File: src/rtl/pcore_pkg.sv
// Shared pcore interface definitions for the instruction alignment front end.
//   HW_DEPTH           : halfword queue depth
//   OPC_UNCOMP         : opcode[1:0] marking a 32-bit (uncompressed) instruction
//   type_align_state_e : fetch FSM state (idle / request outstanding / stale response)
package pcore_pkg;

    localparam int unsigned HW_DEPTH   = 3;
    localparam logic [1:0]  OPC_UNCOMP = 2'b11;

    typedef enum logic [1:0] {
        StIdle,
        StWait,
        StDrop
    } type_align_state_e;

    // Anything but 2'b11 in the low bits is a 16-bit instruction, including all-zero.
    function automatic logic is_comp(input logic [15:0] hw);
        return hw[1:0] != OPC_UNCOMP;
    endfunction

endpackage

File: src/rtl/inst_hw_queue.sv
// In-order halfword queue, HW_DEPTH entries, entry 0 is the head.
//   clk, rst     : clock, synchronous active-high reset
//   flush_i      : empty the queue (wins over push/pop)
//   push_cnt_i   : halfwords appended this cycle (0/1/2)
//   push_data_i  : [15:0] appended first, [31:16] second
//   pop_cnt_i    : halfwords removed from the head this cycle (0/1/2)
//   count_o      : occupancy
//   head_o/next_o: entries 0 and 1
module inst_hw_queue
    import pcore_pkg::*;
(
    input  logic        clk,
    input  logic        rst,
    input  logic        flush_i,
    input  logic [1:0]  push_cnt_i,
    input  logic [31:0] push_data_i,
    input  logic [1:0]  pop_cnt_i,
    output logic [1:0]  count_o,
    output logic [15:0] head_o,
    output logic [15:0] next_o
);

    logic [15:0] hw_q [HW_DEPTH];
    logic [15:0] hw_d [HW_DEPTH];
    logic [1:0]  cnt_q, cnt_d;
    logic [1:0]  base;

    always_comb begin
        // Pop first (shift toward the head), then append behind what remains.
        base  = cnt_q - pop_cnt_i;
        cnt_d = base + push_cnt_i;
        case (pop_cnt_i)
            2'd1: begin
                hw_d[0] = hw_q[1];
                hw_d[1] = hw_q[2];
                hw_d[2] = 16'h0;
            end
            2'd2: begin
                hw_d[0] = hw_q[2];
                hw_d[1] = 16'h0;
                hw_d[2] = 16'h0;
            end
            default: hw_d = hw_q;
        endcase
        for (int i = 0; i < HW_DEPTH; i++) begin
            if (push_cnt_i != 2'd0 && base == 2'(i)) begin
                hw_d[i] = push_data_i[15:0];
            end
            if (push_cnt_i == 2'd2 && (base + 2'd1) == 2'(i)) begin
                hw_d[i] = push_data_i[31:16];
            end
        end
        if (flush_i) begin
            cnt_d = 2'd0;
        end
    end

    always_ff @(posedge clk) begin
        if (rst) begin
            cnt_q <= 2'd0;
            hw_q  <= '{default: 16'h0};
        end else begin
            cnt_q <= cnt_d;
            hw_q  <= hw_d;
        end
    end

    assign count_o = cnt_q;
    assign head_o  = hw_q[0];
    assign next_o  = hw_q[1];

endmodule

File: src/rtl/inst_align_buf.sv
// Instruction alignment buffer: fetches 32-bit words and presents 16/32-bit
// instructions at halfword-aligned PCs.
//   clk, rst                       : clock, synchronous active-high reset
//   imem_req_o/addr_o              : one-cycle fetch request, word-aligned address
//   imem_ack_i/rdata_i             : fetch response (one outstanding at most)
//   redirect_i/redirect_pc_i       : flush and restart at a halfword-aligned target
//   inst_valid_o/ready_i           : downstream handshake
//   inst_o/inst_pc_o/inst_is_comp_o: head instruction, its PC, compressed flag
module inst_align_buf
    import pcore_pkg::*;
#(
    parameter logic [31:0] RESET_PC = 32'h0000_0000
) (
    input  logic        clk,
    input  logic        rst,
    output logic        imem_req_o,
    output logic [31:0] imem_addr_o,
    input  logic        imem_ack_i,
    input  logic [31:0] imem_rdata_i,
    input  logic        redirect_i,
    input  logic [31:0] redirect_pc_i,
    output logic        inst_valid_o,
    input  logic        inst_ready_i,
    output logic [31:0] inst_o,
    output logic [31:0] inst_pc_o,
    output logic        inst_is_comp_o
);

    type_align_state_e state_q, state_d;
    logic [31:0] fetch_addr_q, fetch_addr_d;
    logic [31:0] pc_q, pc_d;
    logic        skip_lo_q, skip_lo_d;

    logic [1:0]  cnt;
    logic [15:0] head_hw, next_hw;
    logic        head_comp, ack_take;
    logic [1:0]  push_cnt, pop_cnt;
    logic [31:0] push_data;

    inst_hw_queue u_queue (
        .clk         (clk),
        .rst         (rst),
        .flush_i     (redirect_i),
        .push_cnt_i  (push_cnt),
        .push_data_i (push_data),
        .pop_cnt_i   (pop_cnt),
        .count_o     (cnt),
        .head_o      (head_hw),
        .next_o      (next_hw)
    );

    always_comb begin
        head_comp      = is_comp(head_hw);
        inst_valid_o   = ~rst & ~redirect_i & ((cnt >= 2'd1 & head_comp) | (cnt >= 2'd2));
        inst_is_comp_o = head_comp;
        inst_pc_o      = pc_q;
        inst_o         = rst ? 32'h0 : (head_comp ? {16'h0, head_hw} : {next_hw, head_hw});

        // Requesting only at cnt<=1 guarantees room for a full word on return.
        imem_req_o  = ~rst & ~redirect_i & (state_q == StIdle) & (cnt <= 2'd1);
        imem_addr_o = fetch_addr_q;

        ack_take  = ~redirect_i & (state_q == StWait) & imem_ack_i;
        push_cnt  = ack_take ? (skip_lo_q ? 2'd1 : 2'd2) : 2'd0;
        push_data = skip_lo_q ? {16'h0, imem_rdata_i[31:16]} : imem_rdata_i;
        pop_cnt   = (inst_valid_o & inst_ready_i) ? (head_comp ? 2'd1 : 2'd2) : 2'd0;

        state_d      = state_q;
        fetch_addr_d = fetch_addr_q;
        pc_d         = pc_q;
        skip_lo_d    = skip_lo_q;

        if (redirect_i) begin
            pc_d         = {redirect_pc_i[31:1], 1'b0};
            fetch_addr_d = {redirect_pc_i[31:2], 2'b00};
            skip_lo_d    = redirect_pc_i[1];
            // An ack arriving with the redirect already retires the outstanding
            // request, so there is nothing left to drop.
            case (state_q)
                StIdle:  state_d = StIdle;
                default: state_d = imem_ack_i ? StIdle : StDrop;
            endcase
        end else begin
            pc_d = pc_q + {29'h0, pop_cnt, 1'b0};
            case (state_q)
                StIdle: begin
                    if (imem_req_o) begin
                        state_d = StWait;
                    end
                end
                StWait: begin
                    if (imem_ack_i) begin
                        state_d      = StIdle;
                        fetch_addr_d = fetch_addr_q + 32'd4;
                        skip_lo_d    = 1'b0;
                    end
                end
                StDrop: begin
                    if (imem_ack_i) begin
                        state_d = StIdle;
                    end
                end
                default: state_d = StIdle;
            endcase
        end
    end

    always_ff @(posedge clk) begin
        if (rst) begin
            state_q      <= StIdle;
            fetch_addr_q <= RESET_PC & ~32'h3;
            pc_q         <= RESET_PC;
            skip_lo_q    <= 1'b0;
        end else begin
            state_q      <= state_d;
            fetch_addr_q <= fetch_addr_d;
            pc_q         <= pc_d;
            skip_lo_q    <= skip_lo_d;
        end
    end

endmodule

File: config.mk
export PLATFORM = sky130hd
export DESIGN_NAME = inst_align_buf
export DESIGN_NICKNAME = d
export VERILOG_FILES = /design/src/rtl/pcore_pkg.sv /design/src/rtl/inst_hw_queue.sv /design/src/rtl/inst_align_buf.sv
export SDC_FILE = /design/constraint.sdc
export NUM_CORES = 1
export LEC_CHECK = 0
export ABC_AREA = 1
export CORE_ASPECT_RATIO = 1.25
export CORE_MARGIN = 10
export CORE_UTILIZATION = 40
export CTS_CLUSTER_SIZE = 20
export DETAILED_ROUTE_END_ITERATION = 10
export PLACE_DENSITY = 0.66
export SLEW_MARGIN = 0
export SYNTH_ARGS = -nofsm -noshare
export SYNTH_HDL_FRONTEND = slang
export SYNTH_HIERARCHICAL = 1
export SYNTH_SLANG_ARGS = --single-unit
File: constraint.sdc
create_clock -name clk -period 8.9 [get_ports clk]
set_clock_uncertainty 0.1 [all_clocks]
set_input_delay 1.78 -clock clk [delete_from_list [all_inputs] [get_ports clk]]
set_output_delay 1.78 -clock clk [all_outputs]
set_load 0.01 [all_outputs]
==> flow_summary.ini <==
[run_status]
outcome = completed

[global_route]
antenna_found_initial = 0
grt_pass1_wl_mm = 46.4
grt-ovfl-total = 0
grt_max_degree = 49
grt_pass1_vias = 8829
grt_usage = 0.216

[worst_setup_path]
cp.required_ns = 9.12
path_max_fanout = 34
cp.arrival_ns = 6.82
crit_path_start_kind = primary input
cp-end-kind = flop
critical_path_class = in2reg

[floorplanning]
core.rowCount = 58
coreArea_um2 = 20100
start_util = 0.406
die-area_um2 = 26600
die_h_um = 180
die_x_um = 148
pin_count = 168

[yosys]
ys_top_cells_by_count = nand2_1 (364), nor2_1 (200), inv_1 (162), nand3_1 (120), dfxtp_1 (114)
synth_top_area_cell = dfxtp_1
synth_most_common_cell = nand2_1
synth_edf_count = 0
ys_seq_area_frac = 0.280
syn_inst = 1368
synth_ff_type = dfxtp_1
syn_avg_cell_area_um2 = 5.97
synth.area.top_cells = dfxtp_1 (28%), nand2_1 (17%), nor2_1 (9.2%), inv_1 (7.4%), nand3_1 (7.4%)
synth.ff_latch_count = 114
synth_area_um2 = 8160
yosysWarningCount = 6
yosys.cell_types.count = 47
async_reset_ff_frac = 0
yosysTopAreaCellShare = 0.280

[place]
dpl.hpwl_mm = 21.6
place.port_buffers = 163
place.gp.congestion = 0.915
dpl_cell_area_um2 = 9660

[final_layout]
diodes = 0
multiInputGateArea_um2 = 4730
final_area_um2 = 10300
n_fill_cell = 2107
regArea_um2 = 2280
syn2layout_area_growth_pct = 25.7
nets = 1545
drive_gt1_frac = 0.0628

[timing]
hold_viol_final = 0
worst_pin_slew_ns = 1.12
slew_violations = 0
finalCritPeriodShare = 0.741
setup_tns_ns = 0
final-setup-viol-count = 0
rsz0062_at_grt = false
fmax_mhz = 152
slew_headroom = 0.252
period_needed_ns = 6.60

[route]
viasPerCell = 5.26
drt-met1-wl_mm = 12.0
num_vias = 9203
drtAntennaViolNets = 0
dr_wl_met3_mm = 2.07
drtIter0Drc = 724
wl_met2_mm = 14.5
top_layer = met4
routed_wl_mm = 29.7
routedWlPerCell_um = 17.0
first_pass_iters = 6
drc_errors = 0

[power]
internal-power_mw = 1.03
p_switching_uw = 400
power_density_nw_per_um2 = 140
switching_share = 0.279
p_leak_nw = 4.04
ir_worst_vdd_uv = 142
p_seq_frac = 0.389
p_comb_frac = 0.126
power_frac_clock = 0.485

[clock_tree]
htreeDepth = 4
cts_sinks = 114
ctsHoldBuffers = 0
cts_root_buf = clkbuf_16
clk_pin_slew_ns = 0.06
cts_setup_buffers = 0
cts_max_path_buffers = 2
insertion_delay_ns = 0.43
numCtsBuffers = 17
cts_resized = 0
cts_tree = done

[flow_run]
cap_violations = 0

[hold_path]
hold_class = reg2reg
==> sequential cells by signal, indices dropped and copies added, names as in the netlist <==
signal and cells:
state_q 2, imem_addr_o 30, inst_pc_o 31, u_queue/hw_q 16, u_queue/head_o 16, skip_lo_q 1
u_queue/count_o 2, u_queue/next_o 16
==> cells by family (layout without fill, tap and decap cells) <==
| group | Yosys count | after routing | share of synthesized area |
|---|---|---|---|
| AND/OR/NAND/NOR | 771 | 771 | 0.410 |
| buffers and inverters | 261 | 371 | 0.143 |
| AO/OA/AOI/OAI | 193 | 193 | 0.132 |
| flip-flops | 114 | 114 | 0.280 |
| XOR/XNOR | 17 | 17 | 0.0182 |
| adder cells (fa/ha/maj) | 9 | 9 | 0.0147 |
| multiplexers | 2 | 2 | 0.00245 |
| other | 1 | 3 | 0.000459 |
==> power groups by stage <==
stage | logic [mW] | registers (mW) | clock network [mW]
3_5_place_dp | 0.180 | 0.569 | 0
3_3_place_gp | 0.179 | 0.569 | 0
2_1_floorplan | 0.0863 | 0.567 | 0
4_1_cts | 0.181 | 0.558 | 0.702
6_report | 0.181 | 0.559 | 0.695
5_1_grt | 0.199 | 0.562 | 0.725
==> metrics by stage <==
step	hold WS (ns)	setup WS [ns]	utilization	instances	total power [mW]
finish	0.370	2.30	0.510	1750	1.44
global route	0.417	1.98	0.510	1750	1.49
CTS	0.370	2.44	0.510	1750	1.44
detailed placement	0.360	2.00	0.481	1718	0.749
global placement	0.355	2.06	0.481	1718	0.748
floorplan	0.344	4.46	-	1370	0.653
==> per-layer routing <==
| layer | up-vias | track usage |
|---|---|---|
| met5 | - | 0 |
| met4 | 0 | 0.102 |
| met3 | 71 | 0.0492 |
| met2 | 375 | 0.372 |
| met1 | 4217 | 0.246 |
| li1 | 4540 | - |
==> placed cells by master, fill, tap and decap left out, drive strengths merged <==
cell type and instances:
ha 8, o221ai 1, a21o 1, a31oi 18
nand4 33, nand3 124, a21boi 3, fa 1
conb 3, or2 2, nor2 219, o22ai 10
clkinvlp 2, clkbuf 18, a22o 2, mux2i 2
dfxtp 114, bufinv 2, xnor2 5, o21ai 95
xor2 12, and2 2, buf 9, o21bai 1
clkdlybuf4s50 162, clkinv 9, a21oi 58, nor3b 2
inv 169, o211ai 2, nand2 374, a32oi 1
o32ai 1, nand3b 5, nor3 10
==> path summary, 6_finish.rpt <==
path,end,startpoint,depth (start not counted),slack [ns]
worst max-delay path,u_queue/next_o[6],redirect_i,15,2.30
worst min-delay path,u_queue/head_o[8],u_queue/head_o[8],2,0.37
worst max register to register,u_queue/next_o[6],skip_lo_q,9,3.86
worst min register to register,u_queue/head_o[8],u_queue/head_o[8],2,0.37
==> layout make-up <==
type | count | share of cell area
Clock buffer | 18 | 0.0428
Sequential cell | 114 | 0.222
Timing Repair Buffer | 171 | 0.164
Clock inverter | 14 | 0.0151
Tap cell | 270 | 0.0329
Multi-Input combinational cell | 995 | 0.461
Inverter | 168 | 0.0615
==> critical path, cell delays in order <==
cell             delay (ns)
clkdlybuf4s50_1        0.40
buf_4                  0.25
nor2_2                 0.14
buf_4                  0.33
inv_1                  0.23
a21oi_1                0.20
nand2_1                0.09
a21oi_1                0.31
ha_1                   0.35
nor2_1                 0.88
nand2_1                0.84
nand3_2                0.70
nand2_1                0.10
nor2_1                 0.14
nor2_1                 0.05
Power figures use the tool's default switching activity.
